[src/rtl/serial_add_arbiter.sv]
// Round-robin front-end sharing one bit-serial add/subtract datapath among NREQ requesters.
// A granted request is shifted LSB-first through a single carry flop for WIDTH cycles, and
// the result is held on a valid/ready response channel together with the requester index.
module serial_add_arbiter #(
  parameter int unsigned  WIDTH = 8,
  parameter int unsigned  NREQ  = 4,
  localparam int unsigned ID_W  = $clog2(NREQ)
) (
  input  logic                    clock,
  input  logic                    reset,
  input  logic [NREQ-1:0]         req_valid_i,
  output logic [NREQ-1:0]         req_ready_o,
  input  logic [NREQ*WIDTH-1:0]   req_a_i,
  input  logic [NREQ*WIDTH-1:0]   req_b_i,
  input  logic [NREQ-1:0]         req_sub_i,
  output logic                    rsp_valid_o,
  input  logic                    rsp_ready_i,
  output logic [ID_W-1:0]         rsp_id_o,
  output logic [WIDTH-1:0]        rsp_sum_o,
  output logic                    rsp_cout_o,
  output logic                    busy_o
);

  localparam int unsigned CntW = $clog2(WIDTH);

  typedef enum logic [1:0] {StIdle, StShift, StDone} state_e;

  state_e            state_q, state_d;
  logic [ID_W-1:0]   rr_ptr_q, rr_ptr_d;
  logic [CntW-1:0]   count_q, count_d;
  logic              carry_q, carry_d;
  logic [WIDTH-1:0]  a_sh_q, a_sh_d;
  logic [WIDTH-1:0]  b_sh_q, b_sh_d;
  logic [WIDTH-1:0]  res_q, res_d;
  logic [ID_W-1:0]   id_q, id_d;
  logic              cout_q, cout_d;

  logic              gnt_found;
  logic [ID_W-1:0]   gnt_idx;
  logic [WIDTH-1:0]  sel_a, sel_b;
  logic              sum_bit, carry_next;

  // (base + off) mod NREQ, valid for off < NREQ; handles non-power-of-two NREQ.
  function automatic logic [ID_W-1:0] rr_index(input logic [ID_W-1:0] base,
                                               input int unsigned off);
    int unsigned s;
    s = 32'(base) + off;
    if (s >= NREQ) s = s - NREQ;
    return s[ID_W-1:0];
  endfunction

  // Round-robin search starting at rr_ptr_q; first valid requester wins.
  always_comb begin
    gnt_found = 1'b0;
    gnt_idx   = '0;
    for (int unsigned k = 0; k < NREQ; k++) begin
      if (!gnt_found && req_valid_i[rr_index(rr_ptr_q, k)]) begin
        gnt_found = 1'b1;
        gnt_idx   = rr_index(rr_ptr_q, k);
      end
    end
  end

  assign sel_a      = req_a_i[gnt_idx*WIDTH +: WIDTH];
  assign sel_b      = req_b_i[gnt_idx*WIDTH +: WIDTH];
  assign sum_bit    = a_sh_q[0] ^ b_sh_q[0] ^ carry_q;
  assign carry_next = (a_sh_q[0] & b_sh_q[0]) | (a_sh_q[0] & carry_q) | (b_sh_q[0] & carry_q);

  // State register.
  always_ff @(posedge clock) begin
    if (reset) state_q <= StIdle;
    else       state_q <= state_d;
  end

  // Next-state logic; a grant in IDLE is always a handshake since ready implies valid.
  always_comb begin
    state_d = state_q;
    unique case (state_q)
      StIdle:  if (gnt_found)       state_d = StShift;
      StShift: if (count_q == '0)   state_d = StDone;
      StDone:  if (rsp_ready_i)     state_d = StIdle;
      default:                      state_d = StIdle;
    endcase
  end

  // FSM outputs; no grant outside IDLE, so a response handshake cannot overlap a grant.
  always_comb begin
    req_ready_o = '0;
    if (state_q == StIdle && gnt_found) req_ready_o[gnt_idx] = 1'b1;
    rsp_valid_o = (state_q == StDone);
    busy_o      = (state_q != StIdle);
  end

  // Datapath next-state: operand capture on grant, one serial bit per SHIFT cycle.
  always_comb begin
    rr_ptr_d = rr_ptr_q;
    count_d  = count_q;
    carry_d  = carry_q;
    a_sh_d   = a_sh_q;
    b_sh_d   = b_sh_q;
    res_d    = res_q;
    id_d     = id_q;
    cout_d   = cout_q;
    unique case (state_q)
      StIdle: begin
        if (gnt_found) begin
          a_sh_d   = sel_a;
          // Subtract as A + ~B + 1: invert B here and seed the carry with 1.
          b_sh_d   = req_sub_i[gnt_idx] ? ~sel_b : sel_b;
          carry_d  = req_sub_i[gnt_idx];
          id_d     = gnt_idx;
          rr_ptr_d = rr_index(gnt_idx, 1);
          count_d  = CntW'(WIDTH - 1);
        end
      end
      StShift: begin
        a_sh_d  = a_sh_q >> 1;
        b_sh_d  = b_sh_q >> 1;
        res_d   = {sum_bit, res_q[WIDTH-1:1]};
        carry_d = carry_next;
        if (count_q == '0) cout_d = carry_next;
        else               count_d = count_q - CntW'(1);
      end
      default: ;
    endcase
  end

  // Datapath registers.
  always_ff @(posedge clock) begin
    if (reset) begin
      rr_ptr_q <= '0;
      count_q  <= '0;
      carry_q  <= 1'b0;
      a_sh_q   <= '0;
      b_sh_q   <= '0;
      res_q    <= '0;
      id_q     <= '0;
      cout_q   <= 1'b0;
    end else begin
      rr_ptr_q <= rr_ptr_d;
      count_q  <= count_d;
      carry_q  <= carry_d;
      a_sh_q   <= a_sh_d;
      b_sh_q   <= b_sh_d;
      res_q    <= res_d;
      id_q     <= id_d;
      cout_q   <= cout_d;
    end
  end

  assign rsp_id_o   = id_q;
  assign rsp_sum_o  = res_q;
  assign rsp_cout_o = cout_q;

endmodule
[config.mk]
export PLATFORM = sky130hd
export DESIGN_NAME = serial_add_arbiter
export DESIGN_NICKNAME = d
export VERILOG_FILES = /design/src/rtl/serial_add_arbiter.sv
export SDC_FILE = /design/constraint.sdc
export NUM_CORES = 1
export LEC_CHECK = 0
export BUFFER_PORTS_ARGS = -buffer_cell sky130_fd_sc_hd__buf_2
export CAP_MARGIN = 20
export CORE_MARGIN = 1.5
export CORE_UTILIZATION = 46
export DETAILED_ROUTE_END_ITERATION = 10
export GPL_ROUTABILITY_DRIVEN = 0
export PLACE_DENSITY = 0.77
export SLEW_MARGIN = 20
export SYNTH_ARGS = -nofsm -noshare
export SYNTH_HDL_FRONTEND = slang
export SYNTH_SLANG_ARGS = --single-unit
[constraint.sdc]
create_clock -name clock -period 3 [get_ports clock]
set_clock_uncertainty 0.15 [all_clocks]
set_input_delay 0.3 -clock clock [delete_from_list [all_inputs] [get_ports clock]]
set_output_delay 0.3 -clock clock [all_outputs]
set_load 0.05 [all_outputs]
# After elaboration in Yosys (flattened, before gate mapping)
# Cells that the tools add are included.
# totals
register_bits	35
inputBits	75
# op_classes
shifts	2
n_addsub	10
n_bitwise	8
reduce_logical	17
order_cmp	11
mux	40
n_eq_ne	6
# op_table
operator	count
$shiftx A32 B6 Y8	2
$pmux W8 S2	2
$mux W2	12
$mux W8	3
$lt A2 B3 Y1 const B	5
$ge A3 B3 Y1 const B	4
$mux W1	11
$bmux W1 S2	5
$sub A2 B1 Y2 const B	5
$not A8 Y8	1
$add A2 B1 Y3 const B	2
$add A2 B2 Y3 const B	2
$mux W3	2
$ne A2 B2 Y1 const B	3
$pmux W2 S3	1
$pmux W3 S2	1
$reduce_and A2 Y1	3
$reduce_and A3 Y1	2
$logic_and A1 B1 Y1	5
$mux W4	1
$reduce_bool A2 Y1	2
$and A1 B1 Y1	3
$ge A2 B3 Y1 const B	1
$logic_not A1 Y1	3
11 further kinds	13

# Depth between registers and ports, before layout
# depth
depth_word	19
mapped_depth	9
depth_no_buf	8

# Worst setup path before layout
# OpenSTA, ideal clock, no wires.
# synth_timing
path_type	reg-to-output
startpoint	register state_q[1]
endpoint	output req_ready_o[0]
path_stages_with_launch	6
path_buffers	2
required_time_ns	2.550
t_arrival_ns	2.040
slack_ns	0.510
cell_sequence	dfxtp_1 or2_0 clkbuf_1 nor2_1 clkbuf_1 and2_1
# synth_via
elab_chain_cells	3
# synth_lines
element	line	text
start: declaration	28	state_e state_q, state_d;
start signal: assignment	71	if (reset) state_q <= StIdle;
start signal: assignment	72	else state_q <= state_d;
$logic_not A2 Y1	89	if (state_q == StIdle && gnt_found) req_ready_o[gnt_idx] = 1'b1;
$logic_and A1 B1 Y1	89	
$mux W4	89	
end: declaration	12	output logic [NREQ-1:0] req_ready_o,
# No other way between the ends.

# Worst setup path after layout
# layout_timing
startpoint	register rr_ptr_q[0]
endpoint	output req_ready_o[0]
# layout_via
elab_chain_cells	19
# layout_lines
element	line	text
start: declaration	29	logic [ID_W-1:0] rr_ptr_q, rr_ptr_d;
start signal: assignment	140	rr_ptr_q <= rr_ptr_d;
branches (longest 13 deep; another with $add A2 B1 Y3)	--	
$mux W2 *	57	if (!gnt_found && req_valid_i[rr_index(rr_ptr_q, k)]) begin
via gnt_idx[0]	39	logic [ID_W-1:0] gnt_idx;
$lt A2 B3 Y1 (implied by the code) or $ge A2 B1 Y1 (tied branches)	89	
$logic_and A1 B1 Y1 (implied by the code)	89	
$mux W1 (implied by the code)	89	
$demux W1 S2 *	89	
$mux W4 *	89	
# Mark *: on every way through the listed nets, which the timed path passes. The select of a mux whose other input is x is not followed.

==> summary.txt <==
Clk pwr share - 0.194
Port bufs - 91
Worst Tran Pin Value - 0.589 ns
Crit Path Max Fanout - 35
Antenna cell count - 0
Initial antenna violation count - 0
Worst-Skew Late Latency - 0.29 ns
Status - finished, final reports clean
FP Rows - 24
Inserted Clock Buffers - 5
Synth warn - 0
CP startpoint kind - register
Mapped Area - 2200 sq um
Routed len/inst - 14.0 um
Max Clk Rate - 0.376 GHz
RSZ-0062 raised after global routing - no
Endpoint class of the critical path - output port
Gate Count Post-Synth - 253
Top cells by area, synth - dfxtp_1 32%, mux2i_1 24%, nand2_1 5.3%, a21oi_1 4.1%, ha_1 3.4%
Power Density - 582 nW/um^2
Initial Utilization - 0.492
WL final - 5.44 mm
HP Class - in2reg
1st-iter DRT viols - 135
Psw - 0.000611 W
Leak Pwr - 1.40 nW
Post-route ant nets - 0
GRT Util Overall - 0.211
Largest net degree at the start of global routing - 36
DR vias - 2148
H-tree depth - 2
Clk sink count - 35
FFs w/ async S/R, synth - 0
Hold Buf Count CTS - 0
Post-synth top flop - dfxtp_1
Worst vdd ir - 364 uV
Setup violators final - 0
Area Growth Syn to Fin - 24.9%
Clk slew on worst S/H paths - 0.07 ns
Post-synth EDFFs - 0
Max cap viols - 0
Core footprint - 4470 sq um
Die X - 72.2 um
Final Util - 0.614
Total chip power - 0.00160 W
Min Hold Slack - 0.120 ns
Cell-internal power - 0.000988 W
CTS tree - yes
Critical path class - reg2out
Share of cells above drive strength 1 - 0.323
# Post-CTS Setup Buffers - 0
CP required - 2.55 ns
Final Instance Area - 2750 sq um
First-pass GRT wire length - 8.65 mm
Final Cycle Share - 0.887
Synth area leader - dfxtp_1
WP data arrival - 2.21 ns
Hpwl dp - 4.06 mm
DRC Markers - 0
Cell area after placement - 2680 sq um
Final hold violations - 0
First-pass DRT Iterations - 5
NumNets Final - 420
Comb pwr share - 0.432
Max_slew headroom - 0.604
Sw Share - 0.382
Fin Setup TNS - 0 ns
Most frequent cell after synthesis - mux2i_1
Min Tclk post-route - 2.66 ns
Sequential power share - 0.374
Post-cts gate resize count - 0
I/O pin count - 92
Clock tree buffer depth - 2
Die area - 5210 sq um
GR Overflow Total - 0
Pins Over Slew Limit - 0
Synth top area share - 0.319
#FFs+latches synth - 35
Die Ht - 72.2 um
Synth cell types - 43
Vias in the first global route - 1906
Synth Area per Inst - 8.69 sq um
Syn Nets - 335
Post-synthesis sequential area ratio - 0.319
Vias per std cell - 5.52
Top post-synthesis cells by count - 53 x mux2i_1, 35 x dfxtp_1, 31 x nand2_1
Clk Tree Root Cell - clkbuf_8
-- metal layers --
layer  vias to the layer above  wire [um]  track usage
met5                         -          0            0
met4                         0         94       0.0755
met3                         8        377       0.0569
met2                        70       2480        0.325
met1                       984       2490        0.284
li1                       1086          -            -
-- cell usage in the layout (no fill, tap or decap), drive strengths merged, types with 2 or more instances in the layout --
| cell | instances |
|---|---|
| a211oi | 3 |
| a21oi | 18 |
| a222oi | 7 |
| a22oi | 7 |
| a31oi | 2 |
| and2 | 4 |
| buf | 97 |
| clkbuf | 6 |
| dfxtp | 35 |
| ha | 6 |
| inv | 5 |
| mux2i | 53 |
| nand2 | 32 |
| nand2b | 4 |
| nand3 | 6 |
| nor2 | 16 |
| nor2b | 5 |
| nor3 | 5 |
| nor4 | 2 |
| o21ai | 9 |
| or2 | 2 |
-- stage by stage --
stage               std cells  worst slack (ns)
finish                    389             0.340
global route              389             0.222
CTS                       389             0.330
detailed placement        383             0.395
global placement          383             0.454
floorplan                 253             0.510
-- cell families after synthesis --
family / after synthesis / share of synthesized area
compound gates: 51 / 0.154
fa+ha+maj: 7 / 0.0432
buf+inv: 24 / 0.0540
flops: 35 / 0.319
mux: 53 / 0.241
simple gates: 83 / 0.189
-- sequential cells by signal, indices dropped and copies added (netlist names) --
signal and flops:
rsp_sum_o 8, rsp_cout_o 1, a_sh_q 8, b_sh_q 8
carry_q 1, count_q 3, state_q 2, rr_ptr_q 2
rsp_id_o 2
-- worst paths after layout --
kind	cells past startpoint	from	end	slack, ns
worst max-delay path	7	rr_ptr_q[0]$_SDFFE_PP0P_	req_ready_o[0]	0.34
worst min-delay path	3	rsp_ready_i	state_q[1]$_SDFFE_PP0P_	0.12
worst max register to register	8	rr_ptr_q[0]$_SDFFE_PP0P_	b_sh_q[4]$_SDFFE_PP0P_	0.58
worst min register to register	2	rsp_cout_o$_SDFFE_PP0P_	rsp_cout_o$_SDFFE_PP0P_	0.30
-- layout make-up --
class	count	area (sq um)
tap	52	65.1
fill	414	1730
sequential	35	701
clock buffer	6	72.6
timing repair buffer	97	500
inverter	5	21.3
multi-input combinational	194	1390
-- power groups by stage --
stage	combinational, W	sequential, W	clock [W]
after floorplan	0.000522	0.000620	0
after global placement	0.000682	0.000606	0
after detailed placement	0.000692	0.000607	0
after CTS	0.000695	0.000597	0.000318
after global routing	0.000763	0.000609	0.000335
final	0.000691	0.000597	0.000311
-- critical path, cell delays in order, from the launching register on --
cell     delay, ns
dfxtp_1       0.41
nor2b_4       0.07
or4_4         0.55
nand2_4       0.11
inv_4         0.20
ha_1          0.24
and2_1        0.13
buf_2         0.20
(Power assumes the default switching activity.)
